==> src/rtl/psram_lcd_stream.sv <==
// RGB LCD timing generator fed from the PSRAM read FIFO: one pixel per clk, fixed
// two-clk latency from counters to pins, fill colour and sticky logging on underrun.
module psram_lcd_stream #(
    parameter int          H_ACTIVE   = 480,
    parameter int          H_FP       = 8,
    parameter int          H_SYNC     = 4,
    parameter int          H_BP       = 43,
    parameter int          V_ACTIVE   = 272,
    parameter int          V_FP       = 8,
    parameter int          V_SYNC     = 4,
    parameter int          V_BP       = 12,
    parameter logic [15:0] FILL_COLOR = 16'h0000
) (
    input  logic        clk,
    input  logic        reset,
    input  logic        enable,
    input  logic        clear_underrun,
    input  logic [16:0] rdfifo_q,
    input  logic        rdfifo_rdempty,
    output logic        rdfifo_rdreq,
    output logic        lcd_hsync,
    output logic        lcd_vsync,
    output logic        lcd_de,
    output logic [4:0]  lcd_r,
    output logic [5:0]  lcd_g,
    output logic [4:0]  lcd_b,
    output logic        frame_start,
    output logic        underrun,
    output logic [15:0] underrun_cnt
);

    localparam int H_TOTAL = H_ACTIVE + H_FP + H_SYNC + H_BP;
    localparam int V_TOTAL = V_ACTIVE + V_FP + V_SYNC + V_BP;
    localparam int HW      = $clog2(H_TOTAL);
    localparam int VW      = $clog2(V_TOTAL);

    localparam logic [HW-1:0] H_LAST       = HW'(H_TOTAL - 1);
    localparam logic [HW-1:0] H_ACT_END    = HW'(H_ACTIVE);
    localparam logic [HW-1:0] H_SYNC_FIRST = HW'(H_ACTIVE + H_FP);
    localparam logic [HW-1:0] H_SYNC_LAST  = HW'(H_ACTIVE + H_FP + H_SYNC - 1);
    localparam logic [VW-1:0] V_LAST       = VW'(V_TOTAL - 1);
    localparam logic [VW-1:0] V_ACT_END    = VW'(V_ACTIVE);
    localparam logic [VW-1:0] V_SYNC_FIRST = VW'(V_ACTIVE + V_FP);
    localparam logic [VW-1:0] V_SYNC_LAST  = VW'(V_ACTIVE + V_FP + V_SYNC - 1);

    // Raster counters
    logic [HW-1:0] h_q, h_d;
    logic [VW-1:0] v_q, v_d;

    // Stage 1: pop acknowledge and timing flags delayed by one clk
    logic pop_ok_q, pop_ok_d;
    logic de_s1_q, de_s1_d;
    logic hs_s1_q, hs_s1_d;
    logic vs_s1_q, vs_s1_d;
    logic fs_s1_q, fs_s1_d;

    // Stage 2: pin registers
    logic        hsync_q, hsync_d;
    logic        vsync_q, vsync_d;
    logic        de_q, de_d;
    logic        fs_q, fs_d;
    logic [15:0] rgb_q, rgb_d;

    // Underrun logging
    logic        underrun_q, underrun_d;
    logic [15:0] cnt_q, cnt_d;

    logic de_pre;
    logic hs_pre;
    logic vs_pre;
    logic frame_pre;
    logic underrun_evt;
    logic unused_flag_bit;

    assign de_pre    = (h_q < H_ACT_END) && (v_q < V_ACT_END);
    assign hs_pre    = (h_q >= H_SYNC_FIRST) && (h_q <= H_SYNC_LAST);
    assign vs_pre    = (v_q >= V_SYNC_FIRST) && (v_q <= V_SYNC_LAST);
    assign frame_pre = (h_q == '0) && (v_q == '0);

    // Pop is qualified with the live empty flag, so a pop can never land on an empty FIFO.
    assign rdfifo_rdreq    = enable && !reset && de_pre && !rdfifo_rdempty;
    assign underrun_evt    = enable && de_pre && rdfifo_rdempty;
    assign unused_flag_bit = rdfifo_q[16];

    always_comb begin
        // NOTE: every always_comb output gets a default first, so no path can infer a latch.
        h_d = '0;
        v_d = '0;
        if (enable) begin
            if (h_q == H_LAST) begin
                h_d = '0;
                v_d = (v_q == V_LAST) ? '0 : v_q + 1'b1;
            end else begin
                h_d = h_q + 1'b1;
                v_d = v_q;
            end
        end
    end

    always_comb begin
        pop_ok_d = rdfifo_rdreq;
        de_s1_d  = enable && de_pre;
        hs_s1_d  = enable && hs_pre;
        vs_s1_d  = enable && vs_pre;
        fs_s1_d  = enable && frame_pre;
    end

    // Disabling forces the pin stage idle at once, dropping any pixel already popped.
    always_comb begin
        hsync_d = !(enable && hs_s1_q);
        vsync_d = !(enable && vs_s1_q);
        de_d    = enable && de_s1_q;
        fs_d    = enable && fs_s1_q;
        rgb_d   = 16'h0000;
        if (enable) begin
            if (pop_ok_q) begin
                rgb_d = rdfifo_q[15:0];
            end else if (de_s1_q) begin
                rgb_d = FILL_COLOR;
            end
        end
    end

    // A fresh underrun on the clearing clk still counts, so it wins over the clear.
    always_comb begin
        underrun_d = underrun_q;
        cnt_d      = cnt_q;
        if (clear_underrun) begin
            underrun_d = 1'b0;
            cnt_d      = 16'h0000;
        end
        if (underrun_evt) begin
            underrun_d = 1'b1;
            if (clear_underrun) begin
                cnt_d = 16'h0001;
            end else if (cnt_q != 16'hFFFF) begin
                cnt_d = cnt_q + 16'h0001;
            end
        end
    end

    always_ff @(posedge clk) begin
        // NOTE: non-blocking everywhere in clocked blocks so each register sees pre-edge values.
        if (reset) begin
            h_q        <= '0;
            v_q        <= '0;
            pop_ok_q   <= 1'b0;
            de_s1_q    <= 1'b0;
            hs_s1_q    <= 1'b0;
            vs_s1_q    <= 1'b0;
            fs_s1_q    <= 1'b0;
            hsync_q    <= 1'b1;
            vsync_q    <= 1'b1;
            de_q       <= 1'b0;
            fs_q       <= 1'b0;
            rgb_q      <= 16'h0000;
            underrun_q <= 1'b0;
            cnt_q      <= 16'h0000;
        end else begin
            h_q        <= h_d;
            v_q        <= v_d;
            pop_ok_q   <= pop_ok_d;
            de_s1_q    <= de_s1_d;
            hs_s1_q    <= hs_s1_d;
            vs_s1_q    <= vs_s1_d;
            fs_s1_q    <= fs_s1_d;
            hsync_q    <= hsync_d;
            vsync_q    <= vsync_d;
            de_q       <= de_d;
            fs_q       <= fs_d;
            rgb_q      <= rgb_d;
            underrun_q <= underrun_d;
            cnt_q      <= cnt_d;
        end
    end

    assign lcd_hsync    = hsync_q;
    assign lcd_vsync    = vsync_q;
    assign lcd_de       = de_q;
    assign lcd_r        = rgb_q[15:11];
    assign lcd_g        = rgb_q[10:5];
    assign lcd_b        = rgb_q[4:0];
    assign frame_start  = fs_q;
    assign underrun     = underrun_q;
    assign underrun_cnt = cnt_q;

endmodule

==> config.mk <==
export PLATFORM = sky130hd
export DESIGN_NAME = psram_lcd_stream
export DESIGN_NICKNAME = d
export VERILOG_FILES = /design/src/rtl/psram_lcd_stream.sv
export SDC_FILE = /design/constraint.sdc
export NUM_CORES = 1
export LEC_CHECK = 0
export ABC_AREA = 1
export CAP_MARGIN = 20
export CORE_UTILIZATION = 51
export DETAILED_ROUTE_END_ITERATION = 8
export GPL_TIMING_DRIVEN = 0
export HOLD_SLACK_MARGIN = 0.1
export PLACE_DENSITY = 0.88
export SLEW_MARGIN = 10
export SYNTH_ARGS = -nofsm -noshare
export SYNTH_HDL_FRONTEND = slang
export SYNTH_SLANG_ARGS = --single-unit
export TNS_END_PERCENT = 20
==> constraint.sdc <==
create_clock -name clk -period 1.6 [get_ports clk]
set_input_delay 0.24 -clock clk [delete_from_list [all_inputs] [get_ports clk]]
set_output_delay 0.24 -clock clk [all_outputs]
set_load 0.03 [all_outputs]
==> results of run 1 <==
## layer usage
layer / vias up / wire, um / track usage
li1: 1450 / - / -
met1: 1300 / 2940 / 0.275
met2: 122 / 3790 / 0.417
met3: 23 / 367 / 0.0476
met4: 0 / 245 / 0.140
met5: - / 0 / 0
## kinds of logic after synthesis
logic type	Yosys count
compound gates	37
xor+xnor	1
fa+ha+maj	6
buf+inv	66
flops	61
simple gates	231
## registers in the layout (all words and copies together) (netlist names)
register / count
rgb_q: 16
underrun_cnt: 16
h_q: 10
v_q: 9
de_s1_q: 1
frame_start: 1
fs_s1_q: 1
hs_s1_q: 1
lcd_de: 1
lcd_hsync: 1
lcd_vsync: 1
pop_ok_q: 1
underrun: 1
vs_s1_q: 1
## cells in the final DEF, fill, tap and decap left out, drive strengths merged, types with 3 or more instances in the layout
cell	count
ha	6
o21bai	3
clkbuf	15
nor2	83
nor4	4
o21ai	10
clkdlybuf4s50	32
a21oi	20
buf	16
inv	61
nand2	83
nand3	41
dlygate4sd2	17
dfxtp	61
nand4	8
nor3	10
dlymetal6s2s	7
## repair_timing
item,in CTS,in global routing
endpoints found under the setup margin,40,50
pin swaps,5,11
setup buffers,4,9
gates resized for setup,36,56
## critical path: stages, from the launching register on
cell	delay [ns]
sky130_fd_sc_hd__dfxtp_4	0.36
sky130_fd_sc_hd__nor2_4	0.14
sky130_fd_sc_hd__nand2_2	0.09
sky130_fd_sc_hd__nand2_2	0.10
sky130_fd_sc_hd__nand2_4	0.08
sky130_fd_sc_hd__nor2_8	0.10
sky130_fd_sc_hd__nand2_4	0.06
sky130_fd_sc_hd__nor2_4	0.08
sky130_fd_sc_hd__buf_6	0.13
## metrics by stage
| step | power (mW) | area, um2 | setup slack (ns) | hold slack, ns |
|---|---|---|---|---|
| finish | 3.31 | 4030 | -0.121 | 0.196 |
| global route | 3.43 | 4030 | -0.216 | 0.186 |
| CTS | 3.30 | 3800 | -0.156 | 0.185 |
| detailed placement | 1.78 | 3540 | -0.767 | 0.358 |
| global placement | 1.77 | 3540 | -0.746 | 0.355 |
| floorplan | 1.68 | 2880 | 0.00648 | 0.312 |
## worst paths after layout
kind                 from               end  depth (start not counted)
setup reg to reg   v_q[6]  underrun_cnt[15]                         12
hold / removal      reset   underrun_cnt[7]                          2
setup / recovery   v_q[6]      rdfifo_rdreq                          8
hold reg to reg   hs_s1_q         lcd_hsync                          1
## synth_stat cells
cell	n	area [um2]
sky130_fd_sc_hd__nor4_1	4	25.0
sky130_fd_sc_hd__inv_1	61	229
sky130_fd_sc_hd__buf_2	2	10.0
sky130_fd_sc_hd__clkbuf_8	1	13.8
sky130_fd_sc_hd__nand2_2	3	18.8
sky130_fd_sc_hd__a31oi_1	2	12.5
sky130_fd_sc_hd__xnor2_1	1	8.76
sky130_fd_sc_hd__o21bai_1	2	15.0
sky130_fd_sc_hd__a21oi_1	20	100
sky130_fd_sc_hd__nand3_1	38	190
sky130_fd_sc_hd__dfxtp_1	61	1220
sky130_fd_sc_hd__o211ai_1	1	7.51
sky130_fd_sc_hd__nand2_1	78	293
sky130_fd_sc_hd__nand2_8	1	20.0
sky130_fd_sc_hd__nor2_8	3	60.1
sky130_fd_sc_hd__a211oi_1	1	7.51
sky130_fd_sc_hd__nand3_2	3	30.0
sky130_fd_sc_hd__nand2_4	1	11.3
sky130_fd_sc_hd__o21ai_0	9	45.0
sky130_fd_sc_hd__nand4_2	1	12.5
sky130_fd_sc_hd__ha_1	6	75.1
sky130_fd_sc_hd__nor3_1	9	45.0
sky130_fd_sc_hd__nor2_1	75	282
sky130_fd_sc_hd__nor3_4	1	16.3
sky130_fd_sc_hd__or2_2	1	6.26
sky130_fd_sc_hd__nor2_2	3	18.8
sky130_fd_sc_hd__nand4_1	7	43.8
sky130_fd_sc_hd__nor2_4	2	22.5
sky130_fd_sc_hd__clkbuf_1	2	7.51
sky130_fd_sc_hd__o21bai_4	1	18.8
sky130_fd_sc_hd__nor3b_1	1	7.51
sky130_fd_sc_hd__o21ai_1	1	5.00
## power by group through the flow
stage	clock [mW]	combinational [mW]	sequential, mW
global route	1.65	0.242	1.54
finish	1.56	0.221	1.54
floorplan	0	0.0894	1.59
global placement	0	0.194	1.58
detailed placement	0	0.197	1.58
CTS	1.56	0.199	1.54
## cell type report
class / instances / area share
multi-input combinational: 275 / 0.379
sequential: 61 / 0.311
timing repair buffer: 70 / 0.167
inverter: 61 / 0.0568
clock buffer: 12 / 0.0385
tap: 70 / 0.0217
clock inverter: 4 / 0.0174
buffer: 5 / 0.00838
==> impl_results.html, run 1 <==
<table>
<tr><th>Metric</th><th>Value</th></tr>
<tr><th colspan="2">Final layout</th></tr>
<tr><td>Area used by multi-input combinational logic</td><td>0.00153 mm2</td></tr>
<tr><td>Number of diodes added for antenna fixing</td><td>0</td></tr>
<tr><td>Total area of sequential cells</td><td>0.00125 mm2</td></tr>
<tr><td>Filler Cell Count</td><td>375</td></tr>
<tr><td>Non-filler cells in the finished layout</td><td>558</td></tr>
<tr><td>Nets</td><td>511</td></tr>
<tr><td>Utilization of the core after routing</td><td>0.765</td></tr>
<tr><td>Growth of design area from synthesis to finish</td><td>40.1%</td></tr>
<tr><td>Proportion of layout cells with a drive suffix above 1</td><td>0.195</td></tr>
<tr><th colspan="2">Floorplanning</th></tr>
<tr><td>Height of the chip</td><td>77.1 um</td></tr>
<tr><td>I/O pin cnt</td><td>60</td></tr>
<tr><td>Standard-cell rows</td><td>26</td></tr>
<tr><td>Placeable core region</td><td>0.00527 mm2</td></tr>
<tr><td>Initial cell density of the core</td><td>0.546</td></tr>
<tr><td>Die ar.</td><td>0.00595 mm2</td></tr>
<tr><td>Die width</td><td>77.1 um</td></tr>
<tr><th colspan="2">Run</th></tr>
<tr><td>Max_cap viols</td><td>0</td></tr>
<tr><th colspan="2">Drt</th></tr>
<tr><td>Pre-Repair DR Iteration Count</td><td>5</td></tr>
<tr><td>Vias after detailed routing</td><td>2895</td></tr>
<tr><td>Final Routed Wirelength</td><td>7340 um</td></tr>
<tr><td>Post-route DRC violation count</td><td>0</td></tr>
<tr><td>Number of nets still failing antenna checks after routing</td><td>0</td></tr>
<tr><td>Routed length per placed instance</td><td>13.1 um</td></tr>
<tr><td>Via density per instance</td><td>5.19</td></tr>
<tr><td>Drt first-iter violations</td><td>166</td></tr>
<tr><th colspan="2">GRT</th></tr>
<tr><td>Antenna violations before repair</td><td>0</td></tr>
<tr><td>All-Layer GR Usage</td><td>0.242</td></tr>
<tr><td>Pin count of the biggest net entering global routing</td><td>11</td></tr>
<tr><td>Via count of the first global-routing pass</td><td>2685</td></tr>
<tr><td>Congestion Overflow GR</td><td>0</td></tr>
<tr><td>Wire length of the first global-routing pass</td><td>11500 um</td></tr>
<tr><th colspan="2">Power and ir drop</th></tr>
<tr><td>Power Internal</td><td>2.59 mW</td></tr>
<tr><td>Clock Power Share</td><td>0.469</td></tr>
<tr><td>Total power per unit cell area</td><td>822 mW/mm2</td></tr>
<tr><td>Proportion of total power due to net switching</td><td>0.219</td></tr>
<tr><td>Sequential fraction of design power</td><td>0.464</td></tr>
<tr><td>Worst ir drop on vdd</td><td>0.705 mV</td></tr>
<tr><td>Combinational cell fraction of total power</td><td>0.067</td></tr>
<tr><td>Reported leakage power</td><td>1.77 nW</td></tr>
<tr><td>Switch Pwr</td><td>0.726 mW</td></tr>
<tr><th colspan="2">Setup path</th></tr>
<tr><td>Maximum fanout along the worst path</td><td>3</td></tr>
<tr><td>Req. time, crit path</td><td>1.36 ns</td></tr>
<tr><td>Setup slack of the most critical reg-to-reg path</td><td>-0.03 ns</td></tr>
<tr><td>Critical path data arrival time</td><td>1.48 ns</td></tr>
<tr><td>Crit Path Class</td><td>reg2out</td></tr>
<tr><td>Category of the worst setup path capture point</td><td>primary output</td></tr>
<tr><td>Kind of launch point of the worst setup path</td><td>flip-flop</td></tr>
<tr><th colspan="2">Clock network</th></tr>
<tr><td>Clock transition time at the flip-flop clock pins of the worst setup and hold paths</td><td>0.07 ns</td></tr>
<tr><td>Total CTS buffers</td><td>9</td></tr>
<tr><td>TritonCTS clock tree</td><td>done</td></tr>
<tr><td>Total of hold buffers inserted after clock tree synthesis</td><td>0</td></tr>
<tr><td>H-tree levels</td><td>3</td></tr>
<tr><td>Worst skew pair latency</td><td>0.34 ns</td></tr>
<tr><td>Clk root buf</td><td>sky130_fd_sc_hd__clkbuf_8</td></tr>
<tr><td>Max clock buf depth</td><td>2</td></tr>
<tr><td>Clock sink count</td><td>61</td></tr>
<tr><th colspan="2">Synthesis</th></tr>
<tr><td>Combinational family with the most area after synthesis</td><td>simple AND/OR/NAND/NOR gates</td></tr>
<tr><td>Synthesized netlist net count</td><td>430</td></tr>
<tr><td>Post-synthesis adder-cell area fraction</td><td>0.0261</td></tr>
<tr><td>Area share of xor/xnor cells in the synthesized design</td><td>0.00304</td></tr>
<tr><td>Synthesized instance count</td><td>402</td></tr>
<tr><td>Portion of the post-synthesis area used by sequential elements</td><td>0.424</td></tr>
<tr><td>Combined area of all synthesized cells</td><td>0.00288 mm2</td></tr>
<tr><td>Syn. warnings</td><td>0</td></tr>
<tr><td>Number of register bits inferred by synthesis</td><td>61</td></tr>
<tr><td>Avg Inst Size Synth</td><td>7.16 um2</td></tr>
<tr><td>Multiplexer fraction of the synthesized cell area</td><td>0</td></tr>
<tr><td>Number of distinct library cells after synthesis</td><td>32</td></tr>
<tr><td>Compound-gate portion of the synthesized area</td><td>0.0734</td></tr>
<tr><td>Fraction of the mapped netlist area in simple logic gates</td><td>0.383</td></tr>
<tr><th colspan="2">Timing</th></tr>
<tr><td>Transition time at the pin with the least slew margin</td><td>0.426 ns</td></tr>
<tr><td>Post-route clock skew</td><td>0.0122 ns</td></tr>
<tr><td>Endpoints failing hold</td><td>0</td></tr>
<tr><td>Headroom to the max-slew limit</td><td>0.716</td></tr>
<tr><td>Unrepaired setup endpoints after global routing</td><td>true</td></tr>
<tr><td>Final max-slew violation count</td><td>0</td></tr>
<tr><td>PnR worst setup slack</td><td>-0.121 ns</td></tr>
<tr><td>Total negative slack for setup checks</td><td>-0.240 ns</td></tr>
<tr><td>Final number of setup-violating endpoints</td><td>10</td></tr>
<tr><td>Final worst-path cycle share</td><td>1.08</td></tr>
<tr><td>Min Tclk post-route</td><td>1.72 ns</td></tr>
<tr><td>Achievable clock frequency</td><td>581 MHz</td></tr>
<tr><th colspan="2">Place</th></tr>
<tr><td>Total placed cells including tap cells</td><td>529</td></tr>
<tr><td>Final weighted congestion in routability-driven placement</td><td>0.913</td></tr>
<tr><td>Estimated wirelength of the detail-placed design</td><td>4770 um</td></tr>
<tr><td>Count of input and output buffers</td><td>57</td></tr>
<tr><th colspan="2">Status</th></tr>
<tr><td>Outcome</td><td>finished with violations</td></tr>
<tr><td>Failing checks</td><td>negative setup slack</td></tr>
<tr><th colspan="2">Hold path</th></tr>
<tr><td>Class of the tightest hold or removal check</td><td>in2reg</td></tr>
</table>
No activity file was read; power rests on OpenSTA's default activity.
==> inputs of run 2 (changes only) <==
--- a/config.mk
+++ b/config.mk
@@ -7,11 +7,11 @@
 export LEC_CHECK = 0
 export ABC_AREA = 1
 export CAP_MARGIN = 20
-export CORE_UTILIZATION = 51
+export CORE_UTILIZATION = 46
 export DETAILED_ROUTE_END_ITERATION = 8
 export GPL_TIMING_DRIVEN = 0
 export HOLD_SLACK_MARGIN = 0.1
-export PLACE_DENSITY = 0.88
+export PLACE_DENSITY = 0.84
 export SLEW_MARGIN = 10
 export SYNTH_ARGS = -nofsm -noshare
 export SYNTH_HDL_FRONTEND = slang
==> constraint.sdc (replaced) <==
create_clock -name clk -period 1.46 [get_ports clk]
set_input_delay 0.219 -clock clk [delete_from_list [all_inputs] [get_ports clk]]
set_output_delay 0.219 -clock clk [all_outputs]
set_load 0.03 [all_outputs]
==> run 2 against run 1 <==
  * The run still ends with negative setup slack left
  * First-iteration DRC count fell by 19%
  * Combinational power grew 3%
  * Total power grew 6.7%
  * Largest power group is now sequential cells
==> impl_results.html, run 2 (synthesis results as in run 1) <==
<table>
<tr><th>Metric</th><th>Value</th></tr>
<tr><th colspan="2">Status</th></tr>
<tr><td>Outcome</td><td>finished with violations</td></tr>
<tr><td>Failing checks</td><td>negative setup slack</td></tr>
<tr><th colspan="2">Place</th></tr>
<tr><td>Post-detailed-placement cell area</td><td>0.00359 mm2 (+1.6%)</td></tr>
<tr><td>Final weighted congestion in routability-driven placement</td><td>0.890 (-2.6%)</td></tr>
<tr><td>Estimated wirelength of the detail-placed design</td><td>4770 um (+0.13%)</td></tr>
<tr><td>Count of input and output buffers</td><td>57 (unchanged)</td></tr>
<tr><th colspan="2">Clock network</th></tr>
<tr><td>Clock sink count</td><td>61 (unchanged)</td></tr>
<tr><td>Total of hold buffers inserted after clock tree synthesis</td><td>0 (unchanged)</td></tr>
<tr><td>TritonCTS clock tree</td><td>done</td></tr>
<tr><td>Total CTS buffers</td><td>9 (unchanged)</td></tr>
<tr><td>Clk root buf</td><td>sky130_fd_sc_hd__clkbuf_8</td></tr>
<tr><td>Max clock buf depth</td><td>2 (unchanged)</td></tr>
<tr><td>Clock transition time at the flip-flop clock pins of the worst setup and hold paths</td><td>0.07 ns (about the same)</td></tr>
<tr><td>Worst skew pair latency</td><td>0.34 ns (about the same)</td></tr>
<tr><td>H-tree levels</td><td>3 (unchanged)</td></tr>
<tr><th colspan="2">Final layout</th></tr>
<tr><td>Leading cell type in the layout, fill and taps excluded</td><td>sky130_fd_sc_hd__nand2_1</td></tr>
<tr><td>Filler Cell Count</td><td>461 (+23%)</td></tr>
<tr><td>Final Cell Area</td><td>0.00395 mm2 (-2.0%)</td></tr>
<tr><td>Growth of design area from synthesis to finish</td><td>37.2%</td></tr>
<tr><td>Number of diodes added for antenna fixing</td><td>0 (unchanged)</td></tr>
<tr><td>Utilization of the core after routing</td><td>0.659 (-0.106)</td></tr>
<tr><td>Proportion of layout cells with a drive suffix above 1</td><td>0.190 (-0.00420)</td></tr>
<tr><td>Nets</td><td>506 (-0.98%)</td></tr>
<tr><td>Highest-count cells in the layout ignoring fill and taps</td><td>sky130_fd_sc_hd__nand2_1 (74), sky130_fd_sc_hd__nor2_1 (68), sky130_fd_sc_hd__inv_1 (57), sky130_fd_sc_hd__dfxtp_1 (40), sky130_fd_sc_hd__dlygate4sd2_1 (35)</td></tr>
<tr><th colspan="2">Setup path</th></tr>
<tr><td>Category of the worst setup path capture point</td><td>primary output</td></tr>
<tr><td>Buffers plus inverters on the worst setup path</td><td>1 (unchanged)</td></tr>
<tr><td>CP top delay family</td><td>simple AND/OR/NAND/NOR gates</td></tr>
<tr><td>Slowest cell on the critical path</td><td>sky130_fd_sc_hd__dfxtp_1</td></tr>
<tr><td>Req. time, crit path</td><td>1.24 ns (-0.12 ns)</td></tr>
<tr><td>Crit Path Class</td><td>reg2out</td></tr>
<tr><td>Maximum fanout along the worst path</td><td>3 (unchanged)</td></tr>
<tr><td>Ordered cell list for the critical path</td><td>nand2_1, nor2_1, nand2_1, nand2_4, nor2_8, nand2_4, nor2_4, buf_6</td></tr>
<tr><td>Critical path depth in cells</td><td>8 (unchanged)</td></tr>
<tr><td>Kind of launch point of the worst setup path</td><td>flip-flop</td></tr>
<tr><td>Depth of the worst register-to-register path</td><td>11 (-1)</td></tr>
<tr><td>Slowest Stage Delay on Critical Path</td><td>0.34 ns (-0.02 ns)</td></tr>
<tr><td>Critical path data arrival time</td><td>1.49 ns (about the same)</td></tr>
<tr><th colspan="2">Drt</th></tr>
<tr><td>Final Routed Wirelength</td><td>6870 um (-6.4%)</td></tr>
<tr><td>Drt first-iter violations</td><td>134 (-19%)</td></tr>
<tr><td>Routed length per placed instance</td><td>12.3 um (-6.4%)</td></tr>
<tr><td>Vias after detailed routing</td><td>2840 (-1.9%)</td></tr>
<tr><td>Number of nets still failing antenna checks after routing</td><td>0 (unchanged)</td></tr>
<tr><td>Post-route DRC violation count</td><td>0 (unchanged)</td></tr>
<tr><td>Pre-Repair DR Iteration Count</td><td>4 (-1)</td></tr>
<tr><td>Via density per instance</td><td>5.09 (-1.9%)</td></tr>
<tr><th colspan="2">Timing</th></tr>
<tr><td>Final worst-path cycle share</td><td>1.17</td></tr>
<tr><td>Unrepaired setup endpoints after global routing</td><td>true</td></tr>
<tr><td>Total negative slack for setup checks</td><td>-2.11 ns (-1.87 ns)</td></tr>
<tr><td>Achievable clock frequency</td><td>584 MHz</td></tr>
<tr><td>Post-route clock skew</td><td>0.00945 ns (-0.00273 ns)</td></tr>
<tr><td>PnR worst setup slack</td><td>-0.251 ns (-0.130 ns)</td></tr>
<tr><td>Final number of setup-violating endpoints</td><td>28 (+18)</td></tr>
<tr><td>Endpoints failing hold</td><td>0 (unchanged)</td></tr>
<tr><td>Transition time at the pin with the least slew margin</td><td>0.419 ns (-0.00743 ns)</td></tr>
<tr><td>Min Tclk post-route</td><td>1.71 ns</td></tr>
<tr><td>Headroom to the max-slew limit</td><td>0.721 (+0.00495)</td></tr>
<tr><td>Final max-slew violation count</td><td>0 (unchanged)</td></tr>
<tr><th colspan="2">Power and ir drop</th></tr>
<tr><td>Sum of internal, switching and leakage power</td><td>3.54 mW (+6.7%)</td></tr>
<tr><td>Total power per unit cell area</td><td>895 mW/mm2 (+8.9%)</td></tr>
<tr><td>Worst ir drop on vdd</td><td>0.635 mV (-9.9%)</td></tr>
<tr><td>Reported leakage power</td><td>1.72 nW (-2.8%)</td></tr>
<tr><th colspan="2">Run</th></tr>
<tr><td>Max_cap viols</td><td>0 (unchanged)</td></tr>
<tr><th colspan="2">Floorplanning</th></tr>
<tr><td>Standard-cell rows</td><td>28 (+7.7%)</td></tr>
<tr><td>Die width</td><td>81.1 um (+5.2%)</td></tr>
<tr><td>Initial cell density of the core</td><td>0.481 (-0.0657)</td></tr>
<tr><td>Placeable core region</td><td>0.00599 mm2 (+14%)</td></tr>
<tr><td>I/O pin cnt</td><td>60 (unchanged)</td></tr>
<tr><td>Height of the chip</td><td>81.1 um (+5.2%)</td></tr>
<tr><td>Die ar.</td><td>0.00658 mm2 (+11%)</td></tr>
<tr><th colspan="2">GRT</th></tr>
<tr><td>Wire length of the first global-routing pass</td><td>11200 um (-2.9%)</td></tr>
<tr><td>All-Layer GR Usage</td><td>0.222 (-0.0196)</td></tr>
<tr><td>Pin count of the biggest net entering global routing</td><td>12 (+1)</td></tr>
<tr><td>Via count of the first global-routing pass</td><td>2635 (-1.9%)</td></tr>
<tr><td>Congestion Overflow GR</td><td>0 (unchanged)</td></tr>
<tr><td>Antenna violations before repair</td><td>0 (unchanged)</td></tr>
<tr><th colspan="2">Hold path</th></tr>
<tr><td>WHS Path Cells</td><td>2 (unchanged)</td></tr>
<tr><td>Class of the tightest hold or removal check</td><td>in2reg</td></tr>
</table>
==> run 2: changes by cell type in the layout (fill, tap and decap cells not counted), sizes merged <==
| cell | before | now |
|---|---|---|
| clkbuf | 15 | 13 |
| dlymetal6s2s | 7 | 0 |
| clkdlybuf4s15 | 0 | 1 |
| dlygate4sd2 | 17 | 35 |
| clkdlybuf4s50 | 32 | 19 |
| buf | 16 | 11 |
| clkinvlp | 0 | 3 |
==> run 2: area by class of cell <==
cell class / instances / area (um2) / share of cell area
Sequential cell: 61 / 1260 / 0.320
Multi-Input combinational cell: 275 / 1520 / 0.386
Timing Repair Buffer: 65 / 587 / 0.149
Inverter: 61 / 229 / 0.0580
Clock inverter: 7 / 90.1 / 0.0228
Buffer: 5 / 37.5 / 0.00950
Tap cell: 75 / 93.8 / 0.0238
Clock buffer: 9 / 124 / 0.0314
==> run 2: worst paths after layout <==
| check | startpoint | endpoint | slack [ns] |
|---|---|---|---|
| min | reset | underrun_cnt[7] | 0.15 |
| min reg2reg | hs_s1_q | lcd_hsync | 0.37 |
| max | h_q[8] | rdfifo_rdreq | -0.25 |
| max reg2reg | v_q[6] | underrun_cnt[10] | -0.19 |
==> run 2: per-stage QoR <==
stage	std cells	hold slack [ns]	setup slack [ns]
2_1_floorplan	402	0.291	-0.0401
3_5_place_dp	534	0.356	-0.868
5_1_grt	558	0.156	-0.327
6_report	558	0.151	-0.251
3_3_place_gp	534	0.354	-0.865
4_1_cts	554	0.136	-0.254
==> run 2: report_power, final <==
group          internal (mW)  switching [mW]
Clock                  0.948           0.679
Combinational          0.104           0.125
Sequential              1.67          0.0103
==> run 2: repair_timing <==
action | in CTS | in global routing
pin swaps | 7 | 9
setup buffers | 4 | 4
gates resized for setup | 68 | 22
setup endpoints to repair | 79 | 44
cloned | 0 | 0
==> run 2: layer usage <==
layer | part of all wire | vias to the layer above | track usage
met5 | 0 | - | 0
met4 | 0.023 | 0 | 0.104
met3 | 0.052 | 20 | 0.0528
met2 | 0.51 | 103 | 0.377
met1 | 0.41 | 1286 | 0.262
li1 | - | 1431 | -
==> inputs of run 3 (changes only) <==
--- a/config.mk
+++ b/config.mk
@@ -7,9 +7,9 @@
 export LEC_CHECK = 0
 export ABC_AREA = 1
 export CAP_MARGIN = 20
+export CORE_ASPECT_RATIO = 1.1
 export CORE_UTILIZATION = 46
 export DETAILED_ROUTE_END_ITERATION = 8
-export GPL_TIMING_DRIVEN = 0
 export HOLD_SLACK_MARGIN = 0.1
 export PLACE_DENSITY = 0.84
 export SLEW_MARGIN = 10
==> constraint.sdc (replaced) <==
create_clock -name clk -period 1.46 [get_ports clk]
set_input_delay 0.146 -clock clk [delete_from_list [all_inputs] [get_ports clk]]
set_output_delay 0.146 -clock clk [all_outputs]
set_load 0.03 [all_outputs]
==> run 3 against run 2 <==
  * The run still ends with negative setup slack left
  * Via count up 11%
  * Global-route usage is 2.0 points higher
  * Sequential power barely moved
  * First-iteration DRC count up 33%
  * Die area about the same
  * Sequential share of layout area shrank 3.1 points
  * Critical path type unchanged
  * Largest cell class unchanged
==> impl_results.html, run 3 (synthesis results as in run 1) <==
<table>
<tr><th>Metric</th><th>Value</th></tr>
<tr><th colspan="2">Timing</th></tr>
<tr><td>Headroom to the max-slew limit</td><td>0.668 (-0.0532)</td></tr>
<tr><td>Final worst-path cycle share</td><td>1.09 (-0.0857)</td></tr>
<tr><td>Achievable clock frequency</td><td>631 MHz (+7.9%)</td></tr>
<tr><td>Min Tclk post-route</td><td>1.59 ns (-0.125 ns)</td></tr>
<tr><td>Final max-slew violation count</td><td>0 (unchanged)</td></tr>
<tr><td>Post-route clock skew</td><td>0.0147 ns (+0.00522 ns)</td></tr>
<tr><td>Unrepaired setup endpoints after global routing</td><td>true</td></tr>
<tr><td>PnR worst setup slack</td><td>-0.126 ns (+0.125 ns)</td></tr>
<tr><td>Hold WS</td><td>0.319 ns (+0.168 ns)</td></tr>
<tr><td>Transition time at the pin with the least slew margin</td><td>0.494 ns (+0.0752 ns)</td></tr>
<tr><td>Total negative slack for setup checks</td><td>-0.679 ns (+1.43 ns)</td></tr>
<tr><td>Final number of setup-violating endpoints</td><td>15 (-46%)</td></tr>
<tr><td>Endpoints failing hold</td><td>0 (unchanged)</td></tr>
<tr><th colspan="2">Hold path</th></tr>
<tr><td>Class of the tightest hold or removal check</td><td>in2reg</td></tr>
<tr><td>Endpoint, Worst Hold</td><td>rgb_q[9]</td></tr>
<tr><td>Worst Min Path Start</td><td>rdfifo_q[9]</td></tr>
<tr><td>WHS Path Cells</td><td>3 (+1)</td></tr>
<tr><th colspan="2">Setup path</th></tr>
<tr><td>Crit Path Class</td><td>reg2out</td></tr>
<tr><td>Kind of launch point of the worst setup path</td><td>flip-flop</td></tr>
<tr><td>Startpoint of the lowest-slack register-to-register path</td><td>h_q[3]</td></tr>
<tr><td>Maximum fanout along the worst path</td><td>3 (unchanged)</td></tr>
<tr><td>Req. time, crit path</td><td>1.31 ns (+0.07 ns)</td></tr>
<tr><td>Setup slack of the most critical reg-to-reg path</td><td>-0.08 ns (+0.11 ns)</td></tr>
<tr><td>Depth of the worst register-to-register path</td><td>6 (-5)</td></tr>
<tr><td>Category of the worst setup path capture point</td><td>primary output</td></tr>
<tr><td>Critical path data arrival time</td><td>1.44 ns (-0.05 ns)</td></tr>
<tr><td>Destination of the worst register-to-register timing path</td><td>h_q[7]</td></tr>
<tr><th colspan="2">GRT</th></tr>
<tr><td>Pin count of the biggest net entering global routing</td><td>17 (+5)</td></tr>
<tr><td>Wire length of the first global-routing pass</td><td>12600 um (+13%)</td></tr>
<tr><td>Via count of the first global-routing pass</td><td>2847 (+8.0%)</td></tr>
<tr><td>All-Layer GR Usage</td><td>0.242 (+0.0197)</td></tr>
<tr><td>Congestion Overflow GR</td><td>0 (unchanged)</td></tr>
<tr><td>Antenna violations before repair</td><td>0 (unchanged)</td></tr>
<tr><th colspan="2">Power and ir drop</th></tr>
<tr><td>Total power per unit cell area</td><td>810 mW/mm2 (-9.5%)</td></tr>
<tr><td>Proportion of total power due to net switching</td><td>0.235 (+0.00501)</td></tr>
<tr><td>Reported leakage power</td><td>1.99 nW (+16%)</td></tr>
<tr><td>Power Internal</td><td>2.70 mW (-0.67%)</td></tr>
<tr><td>Sum of internal, switching and leakage power</td><td>3.53 mW (about the same)</td></tr>
<tr><td>Sequential fraction of design power</td><td>0.476 (about the same)</td></tr>
<tr><td>Worst ir drop on vdd</td><td>0.994 mV (+56%)</td></tr>
<tr><td>Switch Pwr</td><td>0.831 mW (+2.2%)</td></tr>
<tr><td>Combinational cell fraction of total power</td><td>0.081 (+0.016)</td></tr>
<tr><td>Clock Power Share</td><td>0.444 (-0.016)</td></tr>
<tr><th colspan="2">Clock network</th></tr>
<tr><td>Total of hold buffers inserted after clock tree synthesis</td><td>0 (unchanged)</td></tr>
<tr><td>Clk root buf</td><td>sky130_fd_sc_hd__clkbuf_8</td></tr>
<tr><td>Clock sink count</td><td>61 (unchanged)</td></tr>
<tr><td>TritonCTS clock tree</td><td>done</td></tr>
<tr><td>Worst skew pair latency</td><td>0.35 ns (about the same)</td></tr>
<tr><td>Max clock buf depth</td><td>2 (unchanged)</td></tr>
<tr><td>H-tree levels</td><td>3 (unchanged)</td></tr>
<tr><td>Total CTS buffers</td><td>9 (unchanged)</td></tr>
<tr><td>Clock transition time at the flip-flop clock pins of the worst setup and hold paths</td><td>0.08 ns (about the same)</td></tr>
<tr><th colspan="2">Place</th></tr>
<tr><td>Count of input and output buffers</td><td>58 (+1.8%)</td></tr>
<tr><td>Final weighted congestion in routability-driven placement</td><td>0.909 (+2.2%)</td></tr>
<tr><td>Total placed cells including tap cells</td><td>578 (+8.2%)</td></tr>
<tr><td>Estimated wirelength of the detail-placed design</td><td>5460 um (+14%)</td></tr>
<tr><th colspan="2">Final layout</th></tr>
<tr><td>Leading cell type in the layout, fill and taps excluded</td><td>sky130_fd_sc_hd__nand2_1</td></tr>
<tr><td>Number of diodes added for antenna fixing</td><td>0 (unchanged)</td></tr>
<tr><td>Non-filler cells in the finished layout</td><td>605 (+8.4%)</td></tr>
<tr><td>Utilization of the core after routing</td><td>0.738 (+0.0783)</td></tr>
<tr><td>Highest-count cells in the layout ignoring fill and taps</td><td>sky130_fd_sc_hd__nand2_1 (73), sky130_fd_sc_hd__nor2_1 (68), sky130_fd_sc_hd__inv_1 (57), sky130_fd_sc_hd__buf_4 (51), sky130_fd_sc_hd__dfxtp_1 (39)</td></tr>
<tr><td>Growth of design area from synthesis to finish</td><td>51.5%</td></tr>
<tr><td>Nets</td><td>551 (+8.9%)</td></tr>
<tr><td>Proportion of layout cells with a drive suffix above 1</td><td>0.275 (+0.0841)</td></tr>
<tr><th colspan="2">Floorplanning</th></tr>
<tr><td>Die ar.</td><td>0.00658 mm2 (about the same)</td></tr>
<tr><td>Die width</td><td>77.4 um (-4.5%)</td></tr>
<tr><td>I/O pin cnt</td><td>60 (unchanged)</td></tr>
<tr><td>Initial cell density of the core</td><td>0.487 (+0.00620)</td></tr>
<tr><td>Placeable core region</td><td>0.00591 mm2 (-1.3%)</td></tr>
<tr><td>Height of the chip</td><td>85.0 um (+4.8%)</td></tr>
<tr><td>Standard-cell rows</td><td>29 (+3.6%)</td></tr>
<tr><th colspan="2">Run</th></tr>
<tr><td>Max_cap viols</td><td>0 (unchanged)</td></tr>
<tr><th colspan="2">Drt</th></tr>
<tr><td>Drt first-iter violations</td><td>178 (+33%)</td></tr>
<tr><td>Vias after detailed routing</td><td>3147 (+11%)</td></tr>
<tr><td>Routed length per placed instance</td><td>14.1 um (+15%)</td></tr>
<tr><td>Via density per instance</td><td>5.20 (+2.2%)</td></tr>
<tr><td>Pre-Repair DR Iteration Count</td><td>5 (+1)</td></tr>
<tr><td>Post-route DRC violation count</td><td>0 (unchanged)</td></tr>
<tr><td>Final Routed Wirelength</td><td>8530 um (+24%)</td></tr>
<tr><td>Number of nets still failing antenna checks after routing</td><td>0 (unchanged)</td></tr>
<tr><th colspan="2">Status</th></tr>
<tr><td>Failing checks</td><td>negative setup slack</td></tr>
<tr><td>Outcome</td><td>finished with violations</td></tr>
</table>
==> run 3: cell types whose count changed in the layout (fill, tap and decap cells not counted), sizes merged <==
cell and delta:
buf +47, clkinvlp -2, dlygate4sd2 +2, bufinv -1
clkdlybuf4s15 -1, clkdlybuf4s50 +1, clkinv -1
==> run 3: metal layers <==
layer	wire length, um	vias up	share of wire	track usage
li1	-	1519	-	-
met1	3370	1479	0.40	0.283
met2	4500	127	0.53	0.429
met3	489	22	0.057	0.0634
met4	164	0	0.019	0.0755
met5	0	-	0	0
==> run 3: power groups by stage <==
stage | Clock, mW | Combinational (mW) | Sequential [mW]
2_1_floorplan | 0 | 0.0993 | 1.74
6_report | 1.57 | 0.285 | 1.68
4_1_cts | 1.57 | 0.265 | 1.68
5_1_grt | 1.67 | 0.304 | 1.68
3_3_place_gp | 0 | 0.257 | 1.72
3_5_place_dp | 0 | 0.263 | 1.72
==> run 3: repair_timing <==
| action | CTS | global route |
|---|---|---|
| gates resized for setup | 56 | 36 |
| pin swaps | 8 | 15 |
| buffers inserted | 5 | 6 |
| endpoints found under the setup margin | 55 | 33 |
==> run 3: worst max-delay path by stage <==
stage	startpoint	endpoint	slack, ns	depth (start not counted)
finish	v_q[6]	rdfifo_rdreq	-0.13	8
detailed placement	enable	underrun_cnt[15]	-0.24	10
global route	v_q[6]	rdfifo_rdreq	-0.19	8
global placement	enable	underrun_cnt[15]	-0.19	10
floorplan	underrun_cnt[14]	underrun_cnt[7]	-0.02	6
CTS	v_q[7]	rdfifo_rdreq	-0.20	8
==> run 3: per-stage QoR <==
stage,setup WS (ns),instance area [um2]
final,-0.126,4360
after global routing,-0.193,4360
after CTS,-0.198,4200
after detailed placement,-0.238,3950
after global placement,-0.192,3950
after floorplan,-0.0159,2930
==> run 3: final cells by class <==
cell class                      instances  area (um2)
Tap cell                               77        96.3
Inverter                               61         231
Fill cell                             418        1550
Sequential cell                        61        1260
Clock buffer                           13         160
Clock inverter                          3        42.5
Multi-Input combinational cell        275        1570
Timing Repair Buffer                  115        1000
==> run 3: worst max-delay path, cell delays in order (launching register included) <==
cell	delay, ns
sky130_fd_sc_hd__dfxtp_2	0.34
sky130_fd_sc_hd__nor2_4	0.13
sky130_fd_sc_hd__nand2_2	0.07
sky130_fd_sc_hd__nand2_2	0.08
sky130_fd_sc_hd__nand2_4	0.08
sky130_fd_sc_hd__nor2_8	0.10
sky130_fd_sc_hd__nand2_4	0.06
sky130_fd_sc_hd__nor2_4	0.10
sky130_fd_sc_hd__buf_6	0.14
